===== src/rtl/dm_sbus_target.sv =====
// Memory-backed system-bus target: byte-enabled word writes/reads with an out-of-range error flag.
// Latency: response appears Latency cycles after the req&&gnt cycle, one response per transfer, in order.
// Backpressure: none on responses; gnt=req unless DM_SBUS_TARGET_STALL_EN adds LFSR-driven request stalls.
module dm_sbus_target #(
    parameter int unsigned          BusWidth = 32,
    parameter int unsigned          Depth    = 64,
    parameter logic [BusWidth-1:0]  BaseAddr = 32'h1000_0000,
    parameter int unsigned          Latency  = 1
) (
    input  logic                  clk_i,
    input  logic                  rst_ni,
    input  logic                  slave_req_i,
    input  logic [BusWidth-1:0]   slave_add_i,
    input  logic                  slave_we_i,
    input  logic [BusWidth-1:0]   slave_wdata_i,
    input  logic [BusWidth/8-1:0] slave_be_i,
    output logic                  slave_gnt_o,
    output logic                  slave_r_valid_o,
    output logic [BusWidth-1:0]   slave_r_rdata_o,
    output logic                  slave_r_err_o
);

    localparam int unsigned BeW  = BusWidth / 8;
    localparam int unsigned OffW = $clog2(BeW);
    localparam int unsigned IdxW = $clog2(Depth);
    localparam logic [BusWidth-1:0] DepthW = BusWidth'(Depth);

    logic                transfer;
    logic [BusWidth-1:0] off;
    logic [BusWidth-1:0] word;
    logic                in_range;
    logic [IdxW-1:0]     idx;
    logic [BusWidth-1:0] rsp_dat;
    logic                rsp_err;

    logic [BusWidth-1:0] mem_q [Depth];

    logic                vld_q [Latency];
    logic [BusWidth-1:0] dat_q [Latency];
    logic                err_q [Latency];

`ifdef DM_SBUS_TARGET_STALL_EN
    logic [15:0] lfsr_q;
    logic [3:0]  stall_cnt_q;
    logic        force_gnt;

    // After 8 consecutive withheld requesting cycles the 9th is granted unconditionally.
    assign force_gnt   = (stall_cnt_q == 4'd8);
    assign slave_gnt_o = slave_req_i && (!lfsr_q[0] || force_gnt);

    // Fibonacci LFSR (taps 16,14,13,11) free-runs; stall counter tracks the current withheld run.
    always_ff @(posedge clk_i or negedge rst_ni) begin
        if (!rst_ni) begin
            lfsr_q      <= 16'hACE1;
            stall_cnt_q <= '0;
        end else begin
            lfsr_q <= {lfsr_q[14:0], lfsr_q[15] ^ lfsr_q[13] ^ lfsr_q[12] ^ lfsr_q[10]};
            if (slave_req_i && !slave_gnt_o) begin
                stall_cnt_q <= stall_cnt_q + 4'd1;
            end else begin
                stall_cnt_q <= '0;
            end
        end
    end

    // A withheld request must be held unchanged by the initiator until granted.
    held_req_stable: assert property (@(posedge clk_i) disable iff (!rst_ni)
        (slave_req_i && !slave_gnt_o) |=> (slave_req_i && $stable(slave_add_i) &&
        $stable(slave_we_i) && $stable(slave_wdata_i) && $stable(slave_be_i)));
`else
    assign slave_gnt_o = slave_req_i;
`endif

    assign transfer = slave_req_i && slave_gnt_o;

    // Decode: subtraction wraps, so addresses below the base land far out of range (no aliasing).
    always_comb begin
        off      = slave_add_i - BaseAddr;
        word     = off >> OffW;
        in_range = (slave_add_i >= BaseAddr) && (word < DepthW);
        idx      = word[IdxW-1:0];
        rsp_err  = transfer && !in_range;
        rsp_dat  = '0;
        if (transfer && !slave_we_i && in_range) begin
            rsp_dat = mem_q[idx];
        end
    end

    // Storage: cleared on reset, byte-lane writes on in-range write transfers.
    always_ff @(posedge clk_i or negedge rst_ni) begin
        if (!rst_ni) begin
            for (int i = 0; i < Depth; i++) begin
                mem_q[i] <= '0;
            end
        end else if (transfer && slave_we_i && in_range) begin
            for (int k = 0; k < BeW; k++) begin
                if (slave_be_i[k]) begin
                    mem_q[idx][8*k +: 8] <= slave_wdata_i[8*k +: 8];
                end
            end
        end
    end

    // Response shift pipeline: stage 0 captures every cycle, outputs come from the last stage.
    always_ff @(posedge clk_i or negedge rst_ni) begin
        if (!rst_ni) begin
            for (int i = 0; i < Latency; i++) begin
                vld_q[i] <= 1'b0;
                dat_q[i] <= '0;
                err_q[i] <= 1'b0;
            end
        end else begin
            vld_q[0] <= transfer;
            dat_q[0] <= rsp_dat;
            err_q[0] <= rsp_err;
            for (int i = 1; i < Latency; i++) begin
                vld_q[i] <= vld_q[i-1];
                dat_q[i] <= dat_q[i-1];
                err_q[i] <= err_q[i-1];
            end
        end
    end

    assign slave_r_valid_o = vld_q[Latency-1];
    assign slave_r_rdata_o = dat_q[Latency-1];
    assign slave_r_err_o   = err_q[Latency-1];

endmodule

===== config.mk =====
export PLATFORM = sky130hd
export DESIGN_NAME = dm_sbus_target
export DESIGN_NICKNAME = d
export VERILOG_FILES = /design/src/rtl/dm_sbus_target.sv
export SDC_FILE = /design/constraint.sdc
export NUM_CORES = 2
export LEC_CHECK = 0
export ABC_AREA = 1
export CELL_PAD_IN_SITES_DETAIL_PLACEMENT = 2
export CELL_PAD_IN_SITES_GLOBAL_PLACEMENT = 2
export CORE_UTILIZATION = 38
export DETAILED_ROUTE_END_ITERATION = 8
export PLACE_DENSITY = 0.77
export SYNTH_ARGS = -nofsm -noshare
export SYNTH_HDL_FRONTEND = slang
export SYNTH_SLANG_ARGS = --single-unit

===== constraint.sdc =====
create_clock -name clk_i -period 1.2 [get_ports clk_i]
set_input_delay 0.24 -clock clk_i [delete_from_list [all_inputs] [get_ports clk_i]]
set_output_delay 0.24 -clock clk_i [all_outputs]
set_load 0.03 [all_outputs]

==> results of run 1 <==
==> synth_stat cells, types with 6 or more instances <==
cell type  number  area (sq um)
a21oi_1        79           395
buf_1          76           285
buf_2         170           851
clkbuf_1      761          2860
clkinv_1       24          90.1
dfrtp_1      2082         52100
inv_1         411          1540
inv_2          11          41.3
nand2_1      3718         14000
nand3_1       823          4120
nand3_2        31           310
nand3b_1      112           841
nand4_1        71           444
nor2_1       1211          4550
nor2_2          7          43.8
nor3_2          6          60.1
o21ai_0      2621         13100
o21ai_1        34           170
o22ai_1       238          1490
or2_2           8          50.1
==> logic make-up after synthesis <==
logic type,after synthesis
flops,2082
compound gates,2974
buf+inv,1458
simple gates,5996
xor+xnor,1
==> layer usage <==
metal / global-route usage, % / overflow
met1: 86.2 / 6
met4: 88.5 / 266
met2: 97.0 / 267
met3: 74.9 / 13
met5: 49.7 / 0
==> per-stage QoR <==
| step | setup WS [ns] | util [%] | TNS [ns] |
|---|---|---|---|
| 3_3_place_gp | -1.74 | 45.9 | -2924.85 |
| 4_1_cts | -0.750 | 50.6 | -695.86 |
| 2_1_floorplan | -0.542 | - | -944.85 |
| 3_5_place_dp | -1.85 | 45.9 | -3130.52 |
==> repair_timing <==
| action | 4_1_cts |
|---|---|
| setup buffers | 94 |
| gates cloned | 38 |
| hold buffers | 25 |
| hold endpoints to repair | 2612 |
| pin swaps | 72 |
| resized for setup | 791 |
| setup endpoints to repair | 2115 |
==> impl_metrics.tcl, run 1 <==
set metrics [dict create \
    status "did not finish" \
    lastStage "global routing (5_1_grt)" \
    toolErrorMsg "[ERROR GRT-0232] Routing congestion too high. Check the congestion heatmap in the GUI." \
    die_height_microns 508 \
    async_flop_share_pct 100 \
    cts_root_buf "clkbuf_16" \
    synth-edff-count 0 \
    cts_sinks 2082 \
    synth_area_per_cell_sq_um 7.79 \
    syn_inst 12500 \
    synthSimpleGateAreaFrac_pct 25.1 \
    overflow 552 \
    synth_compound_area_share_pct 15.6 \
    htree_levels 4 \
    synth_xor_area_share_pct 0.00899 \
    die_x_microns 508 \
    hpwlAfterDp_microns 331000 \
    grtUsageTotal_pct 86.0 \
    antenna_found_initial 109 \
    ys_warn_count 0 \
    num_io_pins 107 \
    post_dp_cell_area_sq_um 117000 \
    crit_endpoint "slave_r_rdata_o[13]" \
    cts_buffers 237 \
    row_count 185 \
    grt_start_max_net_pins 70 \
    portBuffers 104 \
    synth_top_family_by_area "simple AND/OR/NAND/NOR gates" \
    synth_seq_area_share_pct 53.5 \
    clockBufferDepth 3 \
    synthMuxAreaShare_pct 0 \
    synthDistinctLibCells 27 \
    synth_seq_cells 2082 \
    placedCellCount 16500 \
    synth_adder_area_share_pct 0 \
    synth_ff_type "dfrtp_1" \
    worst_endpoint_kind "top-level output" \
    syn-num-nets 12600 \
    syn_area_sq_um 97400 \
    start_util_pct 38.3 \
    gp_congestion 0.901 \
]
==> run 2, diff against run 1 <==
==> config.mk (replaced) <==
export PLATFORM = sky130hd
export DESIGN_NAME = dm_sbus_target
export DESIGN_NICKNAME = d
export VERILOG_FILES = /design/src/rtl/dm_sbus_target.sv
export SDC_FILE = /design/constraint.sdc
export NUM_CORES = 2
export LEC_CHECK = 0
export ABC_AREA = 1
export CORE_UTILIZATION = 40
export DETAILED_ROUTE_END_ITERATION = 8
export PLACE_DENSITY_LB_ADDON = 0.15
export SYNTH_ARGS = -nofsm -noshare
export SYNTH_HDL_FRONTEND = slang
export SYNTH_SLANG_ARGS = --single-unit
==> run 2 against run 1 <==
Against the previous run: the flow now finishes, with violations (setup timing); synthesized cell count unchanged; synthesized area unchanged.
==> impl_metrics.tcl, run 2 <==
set metrics [dict create \
    die_x_microns 496 \
    final_common_cell "nand2_1" \
    layout_common_cells "nand2_1 (3438), o21ai_0 (2181), dfrtp_1 (2074), buf_4 (1089), nor2_1 (1071)" \
    final_util_pct 54.1 \
    fin_nets 13600 \
    hold_class "primary input to flop" \
    syn-num-nets 12600 \
    maxCapViolations 0 \
    min_period_ns 1.85 \
    reg2reg_from "mem_q[541]$_DFFE_PN0P_" \
    num_io_pins 107 \
    tightest_slew_ns 0.661 \
    path_clk_slew_ns 0.06 \
    vias_per_cell 5.51 \
    end_kind "output pin" \
    critical_path.endpoint "slave_r_rdata_o[14]" \
    syn_to_final_growth_pct 34.2 \
    cts_buffers 225 \
    insertion_delay_ns 0.92 \
    cp.arrival_ns 1.61 \
    nFillCells 22200 \
    fmax_mhz 541 \
    drive_gt1_share_pct 21.4 \
    final_cell_area_sq_um 131000 \
    post_dp_cell_area_sq_um 116000 \
    largest_reg_flops 2048 \
    start_util_pct 40.4 \
    dieArea_sq_um 246000 \
    grtUsageTotal_pct 31.1 \
    crit_required_ns 0.96 \
    synthTopCellsByArea "dfrtp_1 (53%), nand2_1 (14%), o21ai_0 (13%)" \
    fin_ws_ns -0.648 \
    drt-total-wl_microns 390000 \
    hold_slack_ns 0.0468 \
    ir_worst_vdd_uv 1250 \
    drtIter0Drc 10200 \
    power.density_nw_per_um2 1240 \
    yosys.area.top_type "dfrtp_1" \
    overflow 0 \
    fin_worst_skew_ns 0.0534 \
    violations "setup timing" \
    synth_seq_cells 2082 \
    grt_pass1_vias 89700 \
    synth_top_area_share_pct 53.5 \
    dr.pass1.iters 6 \
    synth_most_common_cell "nand2_1" \
    cts_root_buf "clkbuf_16" \
    synth_top_cells_by_count "nand2_1 (3718), o21ai_0 (2621), dfrtp_1 (2082)" \
    grt_start_max_net_pins 112 \
    wl_per_cell_microns 23.0 \
    path_max_fanout 1 \
    reg2reg_depth 11 \
    synthDistinctLibCells 27 \
    cellLeakagePower_nw 59.4 \
    synth_ff_type "dfrtp_1" \
    finalSetupViolations 1316 \
    ys_warn_count 0 \
    finalHoldViolCount 0 \
    multi_input_area_sq_um 43600 \
    vias 93400 \
    grt_pass1_wl_microns 577000 \
    synth-edff-count 0 \
    synth_seq_area_share_pct 53.5 \
    r2r_end "slave_r_rdata_o[29]$_DFF_PN0_" \
    hpwlAfterDp_microns 260000 \
    ant_nets 0 \
    finalCritPeriodShare_pct 154 \
    antenna_found_initial 8 \
    status "finished, violations left" \
    gp_congestion 0.924 \
    largest_register "mem_q" \
    crit_start "slave_r_rdata_o[14]$_DFF_PN0_" \
    async_flop_share_pct 100 \
    rrSetupSlack_ns -0.57 \
    core-area_sq_um 241000 \
    synth_area_per_cell_sq_um 7.79 \
    portBuffers 104 \
    slew_viol_final 0 \
    rsz0062_at_grt "yes" \
    syn_area_sq_um 97400 \
    cp-start-kind "flop" \
    die_height_microns 496 \
    row_count 180 \
    slew_headroom_pct 55.9 \
    clockBufferDepth 3 \
    path_class "flop to output pin" \
    drc 0 \
    seq_area_sq_um 52100 \
    htree_levels 4 \
    syn_inst 12500 \
    cts_tree "built" \
    cts_sinks 2082 \
]
-- run 2: cells by family (layout without fill, tap and decap cells) --
kind of cell / count (synthesis) / count (layout) / synth area share, %
buffers and inverters: 1458 / 2692 / 5.85
AOI/OAI and AO/OA: 2974 / 2974 / 15.6
DFF: 2082 / 2082 / 53.5
and+or+nand+nor: 5996 / 6011 / 25.1
xor gates and xnor gates: 1 / 1 / 0.00899
other: 0 / 2 / 0
-- run 2: final cells by class --
type,instances,share of cell area (%)
Clock buffer,313,4.98
Antenna cell,2,0.00383
Timing Repair inverter,1,0.00861
Sequential cell,2082,39.9
Tap cell,3185,3.05
Inverter,446,1.33
Clock inverter,111,1.20
Timing Repair Buffer,1821,16.2
Multi-Input combinational cell,8986,33.3
-- run 2: report_power, final --
group / switching (mW) / leakage, nW / internal, mW
clock: 31.1 / 3.98 / 44.8
combinational: 10.7 / 26.3 / 5.25
sequential: 0.00164 / 29.1 / 70.2
total: 41.8 / 59.4 / 120
-- run 2: layer usage --
layer	wire, microns	global-route usage, %
met5	78	0
met2	175000	48.1
met1	165000	42.9
met3	32600	5.67
met4	17400	12.5
-- run 2: critical path, stage by stage, from the launching register on --
cell	delay [ns]
dfrtp_1	0.39
buf_6	0.16
buf_12	0.14
-- run 2: repair_timing --
item                                   in CTS  in global routing
setup buffers                             102                 66
gates cloned                               26                 53
hold buffers                               15                  0
gates resized for setup                   732                754
pin swaps                                 209                257
setup endpoints to repair                2115               2077
endpoints found under the hold margin    2608                  0
-- run 2: per-stage QoR --
stage	TNS [ns]	cells	setup slack, ns	power, mW
6_report	-97.08	16900	-0.648	162
5_1_grt	-159.10	16900	-0.667	167
4_1_cts	-33.36	16800	-0.694	162
3_5_place_dp	-2842.90	16300	-1.64	86.0
3_3_place_gp	-2784.21	16300	-1.65	85.9
2_1_floorplan	-944.85	12500	-0.542	77.8
-- run 2: worst min path at each step --
stage,startpoint,cells after the start,end
6_report,slave_we_i,7,slave_r_rdata_o[3]$_DFF_PN0_
5_1_grt,rst_ni,3,mem_q[1952]$_DFFE_PN0P_
4_1_cts,rst_ni,3,mem_q[1952]$_DFFE_PN0P_
3_5_place_dp,rst_ni,2,mem_q[2018]$_DFFE_PN0P_
3_3_place_gp,rst_ni,2,mem_q[2018]$_DFFE_PN0P_
2_1_floorplan,rst_ni,0,mem_q[0]$_DFFE_PN0P_
Note: power is estimated with default switching activity, not from simulation.
